--- src/rtl/inst_issue_ctrl.sv ---
// Issue controller between fetch and execute: latches one fetched word, drives the decoder,
// classifies op-groups and issues to one unit. Optional perf counters: ISSUE_PERF_CNT_EN.
module inst_issue_ctrl #(
    parameter int unsigned XLEN  = 32,
    parameter int unsigned CNT_W = 32
) (
    input  logic             clk,
    input  logic             rst,
    input  logic             if_valid,
    input  logic [XLEN-1:0]  if_instr,
    input  logic [XLEN-1:0]  if_pc,
    output logic             if_ready,
    output logic [XLEN-1:0]  dec_instruction_code,
    output logic             dec_en,
    input  logic [31:0]      dec_invalid,
    input  logic [18:0]      dec_alu_op,
    input  logic [8:0]       dec_jmp_op,
    input  logic [8:0]       dec_mem_op,
    input  logic [5:0]       dec_csr_op,
    input  logic [0:0]       dec_cust_op,
    input  logic [7:0]       dec_mechie_op,
    output logic             iss_valid,
    output logic [2:0]       iss_unit,
    output logic [XLEN-1:0]  iss_instr,
    output logic [XLEN-1:0]  iss_pc,
    input  logic [5:0]       unit_ready,
    input  logic             unit_done,
    input  logic             flush,
    output logic             trap_valid,
    output logic             trap_cause,
    output logic [XLEN-1:0]  trap_pc,
    input  logic             trap_ack,
    output logic [CNT_W-1:0] issue_cnt,
    output logic [CNT_W-1:0] stall_cnt
);

    typedef enum logic [2:0] {
        IDLE,
        DECODE,
        ISSUE,
        WAIT_SER,
        TRAP
    } state_t;

    localparam logic [2:0] U_ALU  = 3'd0;
    localparam logic [2:0] U_JMP  = 3'd1;
    localparam logic [2:0] U_MEM  = 3'd2;
    localparam logic [2:0] U_CSR  = 3'd3;
    localparam logic [2:0] U_CUST = 3'd4;
    localparam logic [2:0] U_SYS  = 3'd5;

    state_t          state, state_nx;
    logic [XLEN-1:0] instr_q, pc_q;
    logic [2:0]      unit_q;
    logic            cause_q;

    logic [5:0] grp_hit;
    logic [2:0] hits;
    logic [2:0] hit_unit;
    logic       illegal, multi_hit;
    logic       accept, ready_sel, handshake, serialising;

    assign grp_hit = {|dec_mechie_op, |dec_cust_op, |dec_csr_op,
                      |dec_mem_op, |dec_jmp_op, |dec_alu_op};

    always_comb begin
        hits     = '0;
        hit_unit = U_ALU;
        for (int unsigned i = 0; i < 6; i++) begin
            hits = hits + {2'b00, grp_hit[i]};
            if (grp_hit[i]) hit_unit = 3'(i);
        end
    end

    assign illegal   = (dec_invalid != '0) || (hits == 3'd0);
    assign multi_hit = (hits > 3'd1);

    assign if_ready    = (state == IDLE) && !flush && !rst;
    assign accept      = if_valid && if_ready;
    assign ready_sel   = (unit_q <= U_SYS) ? unit_ready[unit_q] : 1'b0;
    assign handshake   = (state == ISSUE) && ready_sel;
    assign serialising = (unit_q == U_JMP) || (unit_q == U_CSR) || (unit_q == U_SYS);

    always_comb begin
        state_nx = state;
        case (state)
            IDLE:     if (accept) state_nx = DECODE;
            DECODE: begin
                if (flush)                       state_nx = IDLE;
                else if (illegal || multi_hit)   state_nx = TRAP;
                else                             state_nx = ISSUE;
            end
            // A handshake wins over flush: the unit already owns the instruction,
            // but flush still suppresses the serialising wait.
            ISSUE: begin
                if (handshake)   state_nx = (serialising && !flush) ? WAIT_SER : IDLE;
                else if (flush)  state_nx = IDLE;
            end
            WAIT_SER: if (flush || unit_done) state_nx = IDLE;
            TRAP:     if (trap_ack) state_nx = IDLE;
            default:  state_nx = IDLE;
        endcase
    end

    always_ff @(posedge clk) begin
        if (rst) begin
            state   <= IDLE;
            instr_q <= '0;
            pc_q    <= '0;
            unit_q  <= '0;
            cause_q <= 1'b0;
        end else begin
            state <= state_nx;
            if (accept) begin
                instr_q <= if_instr;
                pc_q    <= if_pc;
            end else if (flush && state != TRAP) begin
                instr_q <= '0;
                pc_q    <= '0;
            end
            if (state == DECODE && !flush) begin
                if (illegal || multi_hit) cause_q <= !illegal;
                else                      unit_q  <= hit_unit;
            end
        end
    end

    assign dec_instruction_code = instr_q;
    assign dec_en               = (state == DECODE);
    assign iss_valid            = (state == ISSUE);
    assign iss_unit             = unit_q;
    assign iss_instr            = instr_q;
    assign iss_pc               = pc_q;
    assign trap_valid           = (state == TRAP);
    assign trap_cause           = cause_q;
    assign trap_pc              = pc_q;

`ifdef ISSUE_PERF_CNT_EN
    logic [CNT_W-1:0] issue_cnt_q, stall_cnt_q;

    always_ff @(posedge clk) begin
        if (rst) begin
            issue_cnt_q <= '0;
            stall_cnt_q <= '0;
        end else begin
            if (handshake)                      issue_cnt_q <= issue_cnt_q + 1'b1;
            if (state == ISSUE && !ready_sel)   stall_cnt_q <= stall_cnt_q + 1'b1;
        end
    end

    assign issue_cnt = issue_cnt_q;
    assign stall_cnt = stall_cnt_q;
`else
    assign issue_cnt = '0;
    assign stall_cnt = '0;
`endif

endmodule
--- config.mk ---
export PLATFORM = sky130hd
export DESIGN_NAME = inst_issue_ctrl
export DESIGN_NICKNAME = d
export VERILOG_FILES = /design/src/rtl/inst_issue_ctrl.sv
export SDC_FILE = /design/constraint.sdc
export NUM_CORES = 1
export LEC_CHECK = 0
export ABC_AREA = 1
export BUFFER_PORTS_ARGS = -buffer_cell sky130_fd_sc_hd__buf_2
export CORE_AREA = 5 5 137 139
export DETAILED_ROUTE_END_ITERATION = 6
export DIE_AREA = 0 0 142 144
export SLEW_MARGIN = 20
export SYNTH_ARGS = -nofsm -noshare
export SYNTH_HDL_FRONTEND = slang
export SYNTH_SLANG_ARGS = --single-unit
export TNS_END_PERCENT = 50
--- constraint.sdc ---
create_clock -name clk -period 7.12 [get_ports clk]
set_clock_uncertainty 0.15 [all_clocks]
set_input_delay 0 -clock clk [delete_from_list [all_inputs] [get_ports clk]]
set_output_delay 0 -clock clk [all_outputs]
set_load 0.1 [all_outputs]
==> impl_metrics.ini <==
[clock_tree]
htree_levels = 3
cts_inserted_buffers = 9
ctsHoldBuffers = 83
cts_resized = 0
cts_tree = done
clkTransAtPathRegs_ns = 0.06
clockRootBuffer = clkbuf_16
clk_path_buf_depth = 2
clock_latency_ns = 0.33
cts_num_sinks = 71
cts_setup_buffers = 0

[sta]
rsz0062_at_grt = no
final_hold_viol_count = 0
max_slew.worst_pin.slew_ns = 0.910
setup_viol = 0
setup_tns_ns = 0
clock.fmax_mhz = 258
relSlewSlack_pct = 39.3
fin_crit_sh_pct = 54.4
worst_slack_ns = 3.25
slew_violations = 0
finalCriticalPeriod_ns = 3.87

[yosys]
ys_seq_area_share_pct = 29.7
synth.most_common_cell = buf_4
ys.warnings.count = 0
syn-cell-area_um2 = 4790
synth_seq_cells = 71
synthTopCellsByCount = buf_4, dfxtp_1, o211ai_1
synthArstFlopShare_pct = 0
yosysTopAreaCellShare_pct = 29.7
yosysTopAreaCell = dfxtp_1
synth_ff_type = dfxtp_1
synth_cells = 592
yosys-top-cells-area = dfxtp_1, buf_4, nand3_2
synth_edf_count = 0
syn_area_per_cell_um2 = 8.10
synth_cell_type_count = 29

[setup_path]
cp_max_fo = 3
worst_setup_path_start_kind = input port
rr_endpoint = state[0]
end_kind = flip-flop
r2r-start = state[2]
crit_arrival_ns = 3.94
path_class = in -> reg
reg2reg_depth = 9
required_ns = 7.19
r2r_slack_ns = 4.25

[route]
route.detailed.drc = 0
met1_length_um = 6250
via_per_inst = 4.35
wl_met2_um = 8360
top_layer = met4
num_vias = 4847
drt_iter0_drc = 181
wl_per_cell_um = 14.6
drt-total-wl_um = 16300
ant_nets = 0
first_pass_iters = 4
route.met3.wl_um = 1370

[power_and_ir_drop]
p_seq_share_pct = 30.8
power.density_nw_per_um2 = 199
vdd_drop_max_v = 0.0000959
p_clk_share_pct = 33.8
switching_share_pct = 42.0
leakage_nw = 3.19
p_comb_share_pct = 35.3
p_int_uw = 783
p_sw_uw = 567

[floorplan]
row_count = 49
coreArea_um2 = 17500
die_y_um = 144
initial_utilization_pct = 27.3
chipWidth_um = 142
die_area_um2 = 20400
io_pins = 360

[final_layout]
syn2layout_area_growth_pct = 41.5
fin_nets = 1045
fin_cells = 1115
drive_above_1_share_pct = 43.9
diodes = 0

[flow_run]
maxCapViolCount = 0

[global_routing]
grt_max_degree = 65
grt_pass1_vias = 4761
grt_overflow = 0
antenna_found_initial = 0
grt_pass1_wl_um = 24200
track_usage_pct = 14.8

[placed_design]
gp_congestion = 0.772
dp.cells = 1016
port_buffers = 295
dp_hpwl_um = 11800
dp_slack_ns = 3.39

[worst_hold_path]
min_to = iss_unit[0]
min_path_type = in -> reg
min-delay-start = dec_mechie_op[2]
holdPathStages = 7

[status]
status = finished clean
through the flow:
stage	power, mW	area, um^2	util, %	hold slack, ns
after floorplan	0.829	5030	-	-0.00636
after global placement	0.869	5640	32.2	0.116
after detailed placement	0.869	5640	32.2	0.118
after CTS	1.37	6780	38.7	0.0296
after global routing	1.41	6780	38.7	0.103
final	1.35	6780	38.7	0.0494
power by group through the flow:
| stage | combinational [mW] | sequential (mW) | clock [mW] |
|---|---|---|---|
| 2_1_floorplan | 0.337 | 0.492 | 0 |
| 3_3_place_gp | 0.444 | 0.424 | 0 |
| 3_5_place_dp | 0.445 | 0.425 | 0 |
| 4_1_cts | 0.478 | 0.416 | 0.475 |
| 5_1_grt | 0.498 | 0.417 | 0.496 |
| 6_report | 0.477 | 0.416 | 0.457 |
layout make-up:
type / count / area [um^2]
clock inverter: 6 / 67.6
sequential: 71 / 1420
fill: 1825 / 10800
clock buffer: 10 / 239
timing repair buffer: 386 / 2370
inverter: 27 / 101
multi-input combinational: 386 / 2290
tap: 229 / 287
per-layer routing:
metal	up-vias	GRT usage, %
met3	17	3.77
li1	2414	-
met5	-	0
met2	226	26.7
met4	0	4.90
met1	2190	17.1
cells in the final DEF (no fill, tap or decap):
cell,instances
conb_1,64
o21ai_0,2
clkbuf_8,1
a21oi_2,10
nand2_2,1
dlygate4sd3_1,83
nand2_1,39
nor4_1,4
inv_2,4
inv_6,1
inv_1,23
nand3_1,27
clkinvlp_4,2
nor2_1,43
buf_4,9
nor3_4,1
fa_1,3
ha_1,1
nand3_2,50
dfxtp_1,71
clkinv_4,1
nor3_1,6
nor2_4,2
buf_2,294
o211ai_1,65
nand4_1,4
clkinv_2,1
nand3b_1,2
bufinv_16,1
or2_2,2
a21oi_1,60
clkbuf_16,9
worst max-delay path: stages:
cell and delay, ns:
buf_2 0.09, nor4_1 0.33, nand3_1 0.11, nand3b_1 0.18, fa_1 0.52, inv_1 0.05, fa_1 0.52, inv_1 0.04
ha_1 0.18, inv_1 0.07, fa_1 0.40, nand2_1 0.12, nor2_1 0.07, nor2_1 0.10, nand3_1 0.08, nor3_1 0.32
inv_1 0.07, nand2_1 0.09, a21oi_1 0.06, dlygate4sd3_1 0.55
flip-flops by register name (all words and copies together), names as in the netlist:
signal,cells
trap_cause,1
dec_instruction_code,32
iss_pc,32
state,3
iss_unit,3
kinds of logic after synthesis:
group           after synthesis  synth area share, %
buf+inv                     198                 27.5
simple gates                181                 22.8
compound gates              137                 18.5
flops                        71                 29.7
fa+ha+maj                     4                 1.51
other cells                   1               0.0782
how the worst max path moves through the flow:
stage                              from    endpoint  slack [ns]  cells after the start
after floorplan                state[1]    state[1]        3.75                      9
after CTS                 dec_alu_op[9]  trap_cause        3.22                     20
after global routing      dec_alu_op[9]  trap_cause        2.96                     20
after global placement    dec_alu_op[9]    state[2]        3.46                     19
final                     dec_alu_op[9]    state[2]        3.25                     20
after detailed placement  dec_alu_op[9]  trap_cause        3.39                     19
No activity file was read; power rests on OpenSTA's default activity.
